File: src/rtl/xtea_pkg.sv
// Shared constants, state encoding and helpers for the XTEA key-schedule engine.
package xtea_pkg;

  localparam int          DEFAULT_WORD_W  = 32;
  localparam int          DEFAULT_SHIFT_Z = 11;
  localparam logic [31:0] XTEA_DELTA      = 32'h9E3779B9;

  typedef enum logic [1:0] {
    IDLE  = 2'd0,
    RUN_A = 2'd1,
    RUN_B = 2'd2,
    DONE  = 2'd3
  } state_t;

  // Decryption starts from delta*rounds; callers truncate to their word width.
  function automatic logic [63:0] decrypt_init_sum(input logic [63:0] delta,
                                                   input int unsigned rounds);
    return delta * 64'(rounds);
  endfunction

endpackage

File: src/rtl/key_word_mux.sv
// Selects one of four key words from the running sum: low bits for the y-half,
// bits above SHIFT_Z for the z-half.
module key_word_mux #(
  parameter int WORD_W  = 32,
  parameter int SHIFT_Z = 11
) (
  input  logic [4*WORD_W-1:0] key,
  input  logic [WORD_W-1:0]   sum,
  input  logic                is_z,
  output logic [WORD_W-1:0]   word
);

  logic [WORD_W-1:0] idx_full;

  always_comb begin
    idx_full = (is_z ? (sum >> SHIFT_Z) : sum) & WORD_W'(3);
    word     = '0;
    case (idx_full)
      WORD_W'(0): word = key[0*WORD_W +: WORD_W];
      WORD_W'(1): word = key[1*WORD_W +: WORD_W];
      WORD_W'(2): word = key[2*WORD_W +: WORD_W];
      WORD_W'(3): word = key[3*WORD_W +: WORD_W];
      default:    word = '0;
    endcase
  end

endmodule

File: src/rtl/xtea_key_schedule.sv
// Self-sequencing XTEA key schedule: walks the running sum through ROUNDS full
// rounds and hands each half-round's key word to the datapath via valid/ready.
module xtea_key_schedule
  import xtea_pkg::*;
#(
  parameter int                WORD_W  = DEFAULT_WORD_W,
  parameter int                ROUNDS  = 32,
  parameter logic [WORD_W-1:0] DELTA   = WORD_W'(XTEA_DELTA),
  parameter int                SHIFT_Z = DEFAULT_SHIFT_Z
) (
  input  logic                         clk,
  input  logic                         rst,
  input  logic                         key_load,
  input  logic [4*WORD_W-1:0]          key_in,
  input  logic                         start,
  input  logic                         decrypt,
  input  logic                         abort,
  output logic                         seg_valid,
  input  logic                         seg_ready,
  output logic [WORD_W-1:0]            key_segment,
  output logic [WORD_W-1:0]            sum_out,
  output logic                         seg_is_z,
  output logic [$clog2(ROUNDS+1)-1:0]  round_idx,
  output logic                         busy,
  output logic                         done
);

  localparam int                RIDX_W   = $clog2(ROUNDS + 1);
  localparam logic [WORD_W-1:0] SUM_INIT = WORD_W'(decrypt_init_sum(64'(DELTA), ROUNDS));
  localparam logic [RIDX_W-1:0] LAST_RND = RIDX_W'(ROUNDS - 1);

  state_t              state, state_n;
  logic [4*WORD_W-1:0] key_q;
  logic [WORD_W-1:0]   sum_q;
  logic [RIDX_W-1:0]   round_q;
  logic                dec_mode;
  logic                fire;
  logic                accept_cmd;

  assign busy       = (state == RUN_A) || (state == RUN_B);
  assign seg_valid  = busy;
  assign done       = (state == DONE);
  assign fire       = seg_valid && seg_ready;
  assign accept_cmd = !busy;
  assign sum_out    = sum_q;
  assign round_idx  = round_q;
  // Encrypt presents y then z; decrypt reverses the order within a round.
  assign seg_is_z   = busy && ((state == RUN_B) ^ dec_mode);

  key_word_mux #(
    .WORD_W (WORD_W),
    .SHIFT_Z(SHIFT_Z)
  ) u_key_word_mux (
    .key (key_q),
    .sum (sum_q),
    .is_z(seg_is_z),
    .word(key_segment)
  );

  always_comb begin
    state_n = state;
    case (state)
      IDLE:  if (start) state_n = RUN_A;
      RUN_A: begin
        if (abort)     state_n = IDLE;
        else if (fire) state_n = RUN_B;
      end
      RUN_B: begin
        if (abort)     state_n = IDLE;
        else if (fire) state_n = (round_q == LAST_RND) ? DONE : RUN_A;
      end
      DONE:  state_n = start ? RUN_A : IDLE;
      default: state_n = IDLE;
    endcase
  end

  always_ff @(posedge clk) begin
    if (rst) begin
      state    <= IDLE;
      key_q    <= '0;
      sum_q    <= '0;
      round_q  <= '0;
      dec_mode <= 1'b0;
    end else begin
      state <= state_n;
      if (accept_cmd && key_load) key_q <= key_in;
      if (accept_cmd && start) begin
        round_q  <= '0;
        sum_q    <= decrypt ? SUM_INIT : '0;
        dec_mode <= decrypt;
      end else if (fire && !abort) begin
        // sum moves between the two halves; the round counts on the second.
        if (state == RUN_A) sum_q   <= dec_mode ? (sum_q - DELTA) : (sum_q + DELTA);
        else                round_q <= round_q + RIDX_W'(1);
      end
    end
  end

endmodule

File: config.mk
export PLATFORM = sky130hd
export DESIGN_NAME = xtea_key_schedule
export DESIGN_NICKNAME = d
export VERILOG_FILES = /design/src/rtl/xtea_pkg.sv /design/src/rtl/key_word_mux.sv /design/src/rtl/xtea_key_schedule.sv
export SDC_FILE = /design/constraint.sdc
export NUM_CORES = 1
export LEC_CHECK = 0
export ABC_AREA = 0
export CORE_AREA = 5 5 160 201
export DETAILED_ROUTE_END_ITERATION = 10
export DIE_AREA = 0 0 165 206
export HOLD_SLACK_MARGIN = 0.05
export PLACE_DENSITY_LB_ADDON = 0.15
export RECOVER_POWER = 100
export SLEW_MARGIN = 30
export SYNTH_ARGS = -nofsm -noshare
export SYNTH_HDL_FRONTEND = slang
export SYNTH_SLANG_ARGS = --single-unit
File: constraint.sdc
create_clock -name clk -period 3.7 [get_ports clk]
set_input_delay 0.74 -clock clk [delete_from_list [all_inputs] [get_ports clk]]
set_output_delay 0.74 -clock clk [all_outputs]
set_load 0.01 [all_outputs]
* Yosys cells after proc, flatten, opt, wreduce, memory -nomap -nowiden
Index checks and enable logic that the tools add are counted.
** Word-level totals
- Input port bits :: 135
- Bits in registers :: 169
- Logic and storage cells :: 51
- Output and inout port bits :: 74
** Operators by class
- Equality and inequality tests :: 10
- Reductions and logical operators :: 16
- Add/sub/neg operators :: 3
- Bitwise logic cells :: 2
- Muxes and demuxes :: 15
** Operator list (number)
- 32-bit 2-to-1 mux :: 5
- 32-bit case mux with 4 select lines :: 1
- 32-bit adder, second input constant :: 1
- 32-bit logical NOT :: 1
- 32-bit subtractor, second input constant :: 1
- 2-bit 2-to-1 mux :: 7
- 2-bit == test, second input constant :: 4
- 2-bit case mux with 4 select lines :: 1
- 6-bit by 1-bit adder with 6-bit output, second input constant :: 1
- 6-bit by 5-bit == test with 1-bit output, second input constant :: 1
- 3-bit != test, second input constant :: 2
- 1-bit logical AND :: 5
- 2-bit by 1-bit == test with 1-bit output, second input constant :: 2
- 2-bit AND reduction :: 2
- 2-bit nonzero test :: 2
- 3-bit AND reduction :: 1
- 1-bit logical NOT :: 2
- 2-bit logical NOT :: 1
- 2-bit != test, second input constant :: 1
- 2-bit OR reduction :: 1
- 1-bit logical OR :: 1
- 1-bit 2-to-1 mux :: 1
- 1-bit NOT :: 1
- 1-bit XOR :: 1

* Longest topological paths before layout
- Word-level depth :: 6
- Depth in mapped cells :: 10
- Gate-level depth less buffers :: 8

* Cells and area by module
Synthesis repeated with hierarchy kept, for this count alone.
** Second synthesis, totals
- Cell total of the unflattened synthesis :: 1046
- Area total of the unflattened synthesis :: 8637.0 um^2
** Modules (own cells, without submodules)
- xtea_key_schedule :: area each 7836.3 um^2, instances 1, cells an instance 1006, seq. area each 3383.2 um^2
- key_word_mux :: area each 800.8 um^2, instances 1, cells an instance 40, seq. area each 0.0 um^2

* Least setup slack after synthesis
No wires, ideal clock.
- Path kind :: register to output
- Start :: register state[0]
- End :: output port key_segment[15]
- Path slack :: 0.585 ns
- Arrival time :: 2.375 ns
- Data required time :: 2.960 ns
- Stages on the path, launching flop included :: 7
- Buffers on the path :: 1
- Cell sequence :: dfxtp_1 > inv_1 > ha_1 > nand2_1 > mux2i_1 > buf_6 > mux4_1
** On the way
- Longest elaborated chain between the ends :: 6
** RTL lines
- start, declared :: line xtea_key_schedule.sv:32 : state_t state, state_n;
- start signal, assigned :: line xtea_key_schedule.sv:85 : state <= state_n;
- 2-bit by 1-bit == test with 1-bit output / 2-bit == test (equally long branches) :: line xtea_key_schedule.sv:40 : assign busy = (state == RUN_A) || (state == RUN_B);
- 1-bit logical OR (*) :: line xtea_key_schedule.sv:40
- named net busy :: line xtea_key_schedule.sv:24 : output logic busy,
- 1-bit logical AND (*) :: line xtea_key_schedule.sv:48 : assign seg_is_z = busy && ((state == RUN_B) ^ dec_mode);
- 2-bit 2-to-1 mux (*) :: line key_word_mux.sv:16 : idx_full = (is_z ? (sum >> SHIFT_Z) : sum) & WORD_W'(3);
- 32-bit logical NOT, or another cell as far along :: line key_word_mux.sv:18 : case (idx_full)
- 32-bit case mux with 4 select lines (*) :: line key_word_mux.sv:18
- end, declared :: line xtea_key_schedule.sv:20 : output logic [WORD_W-1:0] key_segment,
Mark *: on every way through the listed nets, which the timed path passes. The rest lies on a longest branch.

* Final worst setup path
- Start :: register state[0]
- End :: output port key_segment[20]
** On the way
- Longest elaborated chain between the ends :: 6
** RTL lines (line)
- 2-bit == test / 2-bit by 1-bit == test with 1-bit output (equally long branches) :: xtea_key_schedule.sv:40, xtea_key_schedule.sv:48
- 1-bit XOR / 1-bit logical OR (equally long branches) :: xtea_key_schedule.sv:48, xtea_key_schedule.sv:40
- 1-bit logical AND (*) :: xtea_key_schedule.sv:48
- 2-bit 2-to-1 mux (*) :: key_word_mux.sv:16
- 32-bit logical NOT, or another cell as far along :: key_word_mux.sv:18
- 32-bit case mux with 4 select lines (*) :: key_word_mux.sv:18
Every way passes the cells marked *; elsewhere a longest branch is shown, timed or not.

==> results.toml <==
[run_status]
status = "complete, no violations"

[setup_path]
reg2reg_depth = 7
critPathArrivalTime_ns = 2.79
path_max_fanout = 16
worst_path_most_repeated_cell = "buf_12"
cp_slowest_cell = "mux4_2"
cp-end-kind = "output port"
path_class = "reg -> out"
crit_cells = 9
cp.required_ns = 2.96
crit_family = "multiplexers"
path_buf_inv = 4
path_cells = "inv_1 -> ha_2 -> xor2_1 -> nand2_2 -> mux2i_4 -> buf_12 -> buf_12 -> mux4_2 -> dlygate4sd2_1"
start_kind = "flip-flop"
slowest_delay_ns = 0.52

[grt]
gr-usage-all-layers_pct = 17.59
grt_pass1_vias = 8406
gr-total-overflow = 0
grt_max_degree = 129
grt_antenna_before_repair = 2
grt_first_pass_wirelength_um = 46640

[logic_synthesis]
synth-edff-count = 0
yosysSeqAreaShare_pct = 38.18
synthTopCellsByCount = "nand2_1, a21oi_1, dfxtp_1"
yosys.cell_count.top_type = "nand2_1"
async_flop_share_pct = 0
yosysTopAreaCell = "dfxtp_1"
synth_seq_cells = 169
synth_cell_type_count = 71
synth_top_area_share_pct = 38.18
synthTopCellsByArea = "dfxtp_1, nand2_1, a21oi_1, mux4_2, ha_1"
synthCells = 1077
netlist_area_um2 = 8861
syn_area_per_cell_um2 = 8.227
yosysWarnings = 0
syn_nets = 1249
synth_ff_type = "dfxtp_1"

[power_and_ir_drop]
leakagePower_nw = 4.749
power.total_mw = 4.940
vdd_ir_drop_max_mv = 0.2492
power_density_nw_per_um2 = 415.7

[drt]
drtIter0Drc = 600
vias_per_cell = 5.061
dr.pass1.iters = 5
wl_um = 30830
vias = 8478
antenna_left = 0
wire_per_inst_um = 18.41
drc = 0

[cts]
htree_levels = 4
clockRootBuffer = "clkbuf_16"
clockBufferDepth = 2
cts.sinks = 169
clkLatencyLatePin_ns = 0.43
cts_buffers = 17
cts_tree = "built"
cts.clk_slew.worst_paths_ns = 0.06

[timing]
setup_viol = 0
final.setup_skew_ns = 0.01396
min_period_ns = 3.527
finalSetupTns_ns = 0
maxSlewHeadroom_pct = 13.30
worstMarginPinSlew_ns = 1.301
hold_viol_final = 0
max_freq_ghz = 0.2835
rsz0062_at_grt = "false"
period_share_pct = 95.32
final-max-slew-violation-count = 0

[final_layout]
synthToLayoutAreaGrowth_pct = 34.13
n_fill_cell = 3070
final_nets = 1432
layout-drive-gt1-share_pct = 7.620
fin_cells = 1675

[die]
row_count = 71
coreArea_um2 = 29850
die_x_um = 165
io_pins = 209
die_area_um2 = 33990
die_y_um = 206
start_util_pct = 29.69

[worst_hold_path]
hp-class = "reg -> reg"
holdPathStages = 2

[place]
globalplace.congestion = 0.9036
dp_hpwl_um = 21890
place_inst = 1638
port_buffers = 208

[run]
cap_violations = 0
## cell families after synthesis
family | count (synthesis) | synth area share [%]
xor+xnor | 18 | 1.779
compound gates | 303 | 20.88
simple gates | 423 | 20.38
flops | 169 | 38.18
buf+inv | 86 | 4.166
mux | 41 | 9.305
fa+ha+maj | 37 | 5.309
## registers in the layout, summed over array words and instances, names as in the netlist
signal,flops
key_q,128
round_idx,6
dec_mode,1
state,2
sum_out,32
## path summary, 6_finish.rpt
check                               start         endpoint  slack [ns]
worst min register to register  key_q[20]        key_q[20]        0.45
worst max register to register   state[0]       key_q[121]        0.40
worst min-delay path            key_q[20]        key_q[20]        0.45
worst max-delay path             state[0]  key_segment[20]        0.17
## repair_timing
item                                    4_1_cts  5_1_grt
hold buffers                                  0        0
buffers inserted                              2        1
gates cloned                                  1        1
pin swaps                                     1        0
resized for setup                            34        1
endpoints found under the setup margin       32       19
## worst reg2reg max path, cell delays in order, from the launching register on
cell	delay [ns]
dfxtp_1	0.36
inv_1	0.10
ha_1	0.32
clkbuf_1	0.36
nand2b_2	1.05
clkbuf_4	0.74
nand2_1	0.12
a21oi_1	0.17
## cell usage in the layout, fill, tap and decap left out, types with 5 or more instances in the layout
master and count:
or3_1 8, buf_12 5, o21ai_0 27, a21oi_1 180, and4_1 5, mux2i_1 5
nor3_1 14, a31oi_1 5, dfxtp_1 169, o211ai_1 7, nand2_1 297, a211oi_1 6
o22ai_1 7, a22oi_1 7, xnor2_1 9, clkdlybuf4s50_1 133, dlygate4sd3_1 42, inv_1 12
clkbuf_16 17, nor2_1 41, nand3_1 13, nand4_1 14, ha_1 35, clkbuf_1 9
dlygate4sd2_1 32, xor2_1 9, buf_4 15, a21o_1 11, mux4_2 29, inv_6 5
o21a_1 12
## per-stage QoR
| stage | hold WS (ns) | cell area [µm²] | worst slack (ns) | utilization, % |
|---|---|---|---|---|
| 6_report | 0.4534 | 11890 | 0.1733 | 39.82 |
| 5_1_grt | 0.4675 | 11880 | 0.02849 | 39.81 |
| 4_1_cts | 0.4553 | 11970 | 0.03036 | 40.11 |
| 3_5_place_dp | 0.4459 | 11400 | 0.1020 | 38.20 |
| 3_3_place_gp | 0.4398 | 11400 | 0.1805 | 38.20 |
| 2_1_floorplan | 0.4315 | 8861 | 0.5851 | - |
## report_power, final
| group | switching, mW | internal, mW | total [mW] |
|---|---|---|---|
| logic | 0.661 | 0.521 | 1.18 |
| clock network | 0.815 | 0.895 | 1.71 |
| registers | 0.0880 | 1.96 | 2.05 |
| total | 1.56 | 3.38 | 4.94 |
## layout make-up
class / instances / area, µm² / area share (%)
Antenna cell: 1 / 2.502 / 0.02105
Clock buffer: 19 / 442.9 / 3.727
Clock inverter: 13 / 107.6 / 0.9054
Inverter: 12 / 45.04 / 0.3790
Multi-Input combinational cell: 822 / 5104 / 42.94
Sequential cell: 169 / 3383 / 28.47
Tap cell: 401 / 501.7 / 4.222
Timing Repair Buffer: 238 / 2298 / 19.34
## metal layers
metal / track usage (%) / up-vias / part of all wire (%)
met2: 30.62 / 218 / 50
met5: 0 / - / 0.091
met3: 2.912 / 37 / 4.4
met4: 6.449 / 4 / 2.3
li1: - / 4202 / -
met1: 21.75 / 4017 / 43
(Power assumes the default switching activity.)
